## src/rtl/ps2_host_tx.sv

```systemverilog
//------------------------------------------------------------------
// ps2_host_tx - PS/2 host-to-device command byte transmitter (rev 1.0)
//------------------------------------------------------------------
`default_nettype none

module ps2_host_tx #(
   parameter int INHIBIT_CYCLES = 5000,
   parameter int TIMEOUT_CYCLES = 750000
) (
   input  logic       clk,
   input  logic       resetn,
   input  logic       tx_valid,
   input  logic [7:0] tx_data,
   output logic       tx_ready,
   input  logic       ps2_clk,
   input  logic       ps2_data,
   output logic       ps2_clk_oe,
   output logic       ps2_data_oe,
   output logic       busy,
   output logic       tx_done,
   output logic       tx_err
);

   localparam int MAX_CYC = (INHIBIT_CYCLES > TIMEOUT_CYCLES) ? INHIBIT_CYCLES : TIMEOUT_CYCLES;
   localparam int CNT_W   = $clog2(MAX_CYC + 1);
   localparam logic [CNT_W-1:0] INH_LAST = CNT_W'(INHIBIT_CYCLES - 1);
   localparam logic [CNT_W-1:0] TO_LAST  = CNT_W'(TIMEOUT_CYCLES - 1);

   typedef enum logic [2:0] {
      IDLE      = 3'd0,
      INHIBIT   = 3'd1,
      RTS       = 3'd2,
      SEND      = 3'd3,
      ACK       = 3'd4,
      WAIT_IDLE = 3'd5
   } state_t;

   state_t           state, state_nx;
   logic [2:0]       clk_sync, data_sync;
   logic [CNT_W-1:0] cnt, cnt_nx;
   logic [3:0]       bitcnt, bitcnt_nx, bit_inc;
   logic [9:0]       frame, frame_nx;
   logic             clk_oe_nx, data_oe_nx, done_nx, err_nx;
   logic             fe, clk_s, data_s, timeout, accept;

   assign fe       = (clk_sync[2:1] == 2'b10);
   assign clk_s    = clk_sync[2];
   assign data_s   = data_sync[2];
   assign bit_inc  = bitcnt + 4'd1;
   assign timeout  = (cnt == TO_LAST);
   // Ready is withheld during the completion pulse so it rises one cycle later.
   assign tx_ready = (state == IDLE) && !tx_done && !tx_err;
   assign busy     = (state != IDLE);
   assign accept   = tx_valid && tx_ready;

   always_comb begin
      state_nx   = state;
      cnt_nx     = cnt + 1'b1;
      bitcnt_nx  = bitcnt;
      frame_nx   = frame;
      clk_oe_nx  = 1'b0;
      data_oe_nx = 1'b0;
      done_nx    = 1'b0;
      err_nx     = 1'b0;
      case (state)
         IDLE: begin
            cnt_nx = '0;
            if (accept) begin
               frame_nx  = {1'b1, ~^tx_data, tx_data};
               state_nx  = INHIBIT;
               clk_oe_nx = 1'b1;
            end
         end
         INHIBIT: begin
            clk_oe_nx = 1'b1;
            if (cnt == INH_LAST) begin
               state_nx   = RTS;
               cnt_nx     = '0;
               bitcnt_nx  = '0;
               clk_oe_nx  = 1'b0;
               data_oe_nx = 1'b1;
            end
         end
         RTS: begin
            data_oe_nx = 1'b1;
            bitcnt_nx  = '0;
            if (fe) begin
               state_nx   = SEND;
               cnt_nx     = '0;
               data_oe_nx = ~frame[0];
            end else if (timeout) begin
               state_nx   = IDLE;
               err_nx     = 1'b1;
               data_oe_nx = 1'b0;
            end
         end
         SEND: begin
            data_oe_nx = ~frame[bitcnt];
            if (fe) begin
               cnt_nx = '0;
               if (bitcnt == 4'd9) begin
                  state_nx   = ACK;
                  data_oe_nx = 1'b0;
               end else begin
                  bitcnt_nx  = bit_inc;
                  data_oe_nx = ~frame[bit_inc];
               end
            end else if (timeout) begin
               state_nx   = IDLE;
               err_nx     = 1'b1;
               data_oe_nx = 1'b0;
            end
         end
         ACK: begin
            if (fe) begin
               if (!data_s) begin
                  state_nx = WAIT_IDLE;
                  cnt_nx   = '0;
               end else begin
                  state_nx = IDLE;
                  err_nx   = 1'b1;
               end
            end else if (timeout) begin
               state_nx = IDLE;
               err_nx   = 1'b1;
            end
         end
         WAIT_IDLE: begin
            if (clk_s && data_s) begin
               state_nx = IDLE;
               done_nx  = 1'b1;
            end else if (fe) begin
               cnt_nx = '0;
            end else if (timeout) begin
               state_nx = IDLE;
               err_nx   = 1'b1;
            end
         end
         default: state_nx = IDLE;
      endcase
   end

   always_ff @(posedge clk or negedge resetn) begin
      if (!resetn) begin
         state       <= IDLE;
         cnt         <= '0;
         bitcnt      <= '0;
         frame       <= '0;
         clk_sync    <= 3'b111;
         data_sync   <= 3'b111;
         ps2_clk_oe  <= 1'b0;
         ps2_data_oe <= 1'b0;
         tx_done     <= 1'b0;
         tx_err      <= 1'b0;
      end else begin
         state       <= state_nx;
         cnt         <= cnt_nx;
         bitcnt      <= bitcnt_nx;
         frame       <= frame_nx;
         clk_sync    <= {clk_sync[1:0], ps2_clk};
         data_sync   <= {data_sync[1:0], ps2_data};
         ps2_clk_oe  <= clk_oe_nx;
         ps2_data_oe <= data_oe_nx;
         tx_done     <= done_nx;
         tx_err      <= err_nx;
      end
   end

endmodule

`default_nettype wire
```

## config.mk

```make
export PLATFORM = sky130hd
export DESIGN_NAME = ps2_host_tx
export DESIGN_NICKNAME = d
export VERILOG_FILES = /design/src/rtl/ps2_host_tx.sv
export SDC_FILE = /design/constraint.sdc
export NUM_CORES = 1
export LEC_CHECK = 0
export CAP_MARGIN = 40
export CORE_MARGIN = 2
export CORE_UTILIZATION = 60
export CTS_CLUSTER_SIZE = 12
export DETAILED_ROUTE_END_ITERATION = 8
export PLACE_DENSITY = 0.78
export SETUP_SLACK_MARGIN = 0.5
export SYNTH_ARGS = -nofsm -noshare
export SYNTH_HDL_FRONTEND = slang
export SYNTH_SLANG_ARGS = --single-unit
export TNS_END_PERCENT = 1
```

## constraint.sdc

```tcl
create_clock -name clk -period 4.9 [get_ports clk]
set_input_delay 0.98 -clock clk [delete_from_list [all_inputs] [get_ports clk]]
set_output_delay 0.98 -clock clk [all_outputs]
set_load 0.05 [all_outputs]
```

==> metrics.csv <==
metric,value,unit
worst_pin_slew,0.613,ns
dieWidth,69.7,µm
worst-path-buf-inv,2,
maxCapViolations,0,
synth-simple-area-share,0.209,
gp_congestion,0.942,
post-cts-setup-buffers,0,
numCtsBuffers,5,
drc,0,
synthMuxAreaShare,0.0793,
synth_xor_area_frac,0.0914,
grt_overflow,0,
synthCells,258,
synth.distinct_cells,48,
synth_top_area_frac,0.397,
synth.yosys.warnings,0,
crit_top_cell,nor3_1,
coreArea,0.00409,mm²
outcome,"finished, final reports clean",
grt_max_degree,30,
synth_compound_area_frac,0.0977,
num_antenna_cells,0,
maxSlewHeadroom,0.590,
synthTopCellsByCount,"41 x dfrtp_1, 32 x nor2_1, 23 x xnor2_1",
start_util,0.633,
period_share,0.651,
grt_first_pass_wirelength,8430,µm
cpPeakStageDelay,0.82,ns
crit_required,3.92,ns
hp-class,flop to flop,
die_h,69.7,µm
htree_levels,2,
dieArea,0.00485,mm²
synth_area_leaders,"dfrtp_1 40%, xnor2_1 7.8%, dfstp_2 6.1%",
power.leakage,1.18,nW
synth_ff_type,dfrtp_1,
synth_area_leader_cell,dfrtp_1,
cts_hold_buf,0,
crit_family,buffers and inverters,
hold_violations,0,
r2r-start,bitcnt[0],
clock_sinks,47,
clk_latency,0.30,ns
wl_per_cell,14.7,µm
cts_tree,built,
nets,295,
dpl.hpwl,3570,µm
timing.rr.end,ps2_data_oe,
finalClockSkew,0.0118,ns
period_needed,3.19,ns
antenna_left,0,
root_buffer,clkbuf_8,
row_count,23,
yosys.area_share.adder,0.0338,
vdd_ir_drop_max,289,µV
syn_area,0.00259,mm²
hold_depth,0,
endpoint,tx_ready,
startpoint,state[1],
track_usage,0.217,
filler_cell_count,310,
rsz0062_at_grt,no,
reg2reg_slack,2.52,ns
via_count,1926,
synth-async-reset-ratio,1.00,
drive_above_1_share,0.112,
crit_type,flop to primary output,
grt_antenna_before_repair,0,
ios,19,
synth_edf_count,0,
r2r_cells,6,
port-buffer-count,18,
dr.pass1.iters,4,
crit_path_start_kind,flop,
synth.most_common_cell,dfrtp_1,
first_global_vias,1875,
syn_nets,278,
vias_per_cell,5.91,
ys_seq_area_frac,0.457,
critPathArrivalTime,2.21,ns
clock_path_buffers,2,
max_freq,314,MHz
avgSynthCellArea,10.0,µm²
fin_setup_tns,0,ns
ys_ff_latch,47,
power,0.00130,W
cts_resized,0,
worst_setup_path_end_kind,primary output,
cp_cell_sequence,"nor3_1, inv_1, nor3_1, clkdlybuf4s50_1",
drt-initial-drc-count,117,
synth_top_family_by_area,simple AND/OR/NAND/NOR gates,
worstPathMaxFanout,12,
drv_slew,0,
slowest_stage,clkdlybuf4s50_1,
cp.depth,4,
powerDensity,447,mW/mm²
finalSetupViolations,0,
syn2layout_area_growth,12.0,%
clk_pin_slew_worst_paths,0.09,ns
wl,4790,µm
[flip-flops by register name, indices dropped and copies added, names as in the netlist]
signal	count
tx_done	1
frame	10
state	3
clk_sync	3
data_sync	3
tx_err	1
cnt	20
bitcnt	4
ps2_data_oe	1
ps2_clk_oe	1
[routing by layer]
| layer | vias up | wire, µm | GRT usage | share of wire |
|---|---|---|---|---|
| met3 | 12 | 309 | 0.0581 | 0.065 |
| met5 | - | 0 | 0 | 0 |
| met1 | 906 | 2230 | 0.307 | 0.46 |
| li1 | 938 | - | - | - |
| met2 | 70 | 2150 | 0.323 | 0.45 |
| met4 | 0 | 98 | 0.0769 | 0.020 |
[power breakdown]
| group | switching (W) | internal, W |
|---|---|---|
| clock network | 0.000135 | 0.000104 |
| logic | 0.000279 | 0.000226 |
| registers | 0.0000906 | 0.000461 |
[cell type report]
class                      instances  area, µm²  share of cell area
timing repair buffer              20        203              0.0699
clock inverter                     3       25.0             0.00863
inverter                           9       33.8              0.0117
clock buffer                       5       68.8              0.0237
tap                               50       62.6              0.0216
multi-input combinational        192       1320               0.456
sequential                        47       1180               0.408
[cells in the final DEF, fill, tap and decap left out, types with 5 or more instances in the layout]
cell type,Yosys,final
inv_1,9,9
nor2b_1,6,6
a22oi_1,5,5
nor2_1,32,32
xnor2_1,23,23
clkbuf_8,0,5
clkdlybuf4s50_1,0,17
nand3_1,11,11
ha_1,7,7
dfrtp_1,41,41
dfstp_2,6,6
mux2_2,10,10
nor3_1,8,8
mux2i_1,7,7
nand2_1,18,18
o21ai_0,12,12
[metrics by stage]
stage	util	std cells	area, µm²	hold slack (ns)	setup slack (ns)
after floorplan	-	258	2590	0.345	1.68
after global placement	0.682	317	2790	0.347	2.08
after detailed placement	0.686	318	2810	0.347	2.04
after CTS	0.709	326	2900	0.361	1.71
after global routing	0.709	326	2900	0.370	1.49
final	0.709	326	2900	0.360	1.71
[how the worst min path moves through the flow]
stage	from	to	slack (ns)
CTS	data_sync[0]	data_sync[1]	0.36
global route	clk_sync[0]	clk_sync[1]	0.37
detailed placement	data_sync[0]	data_sync[1]	0.35
finish	data_sync[0]	data_sync[1]	0.36
global placement	clk_sync[0]	clk_sync[1]	0.35
floorplan	clk_sync[0]	clk_sync[1]	0.35
[cell families after synthesis]
logic type	count (synthesis)
adders and majority gates	7
muxes	18
and+or+nand+nor	103
xor gates and xnor gates	27
buffers and inverters	19
DFF	47
AOI/OAI and AO/OA	37
No activity file was read; power rests on OpenSTA's default activity.
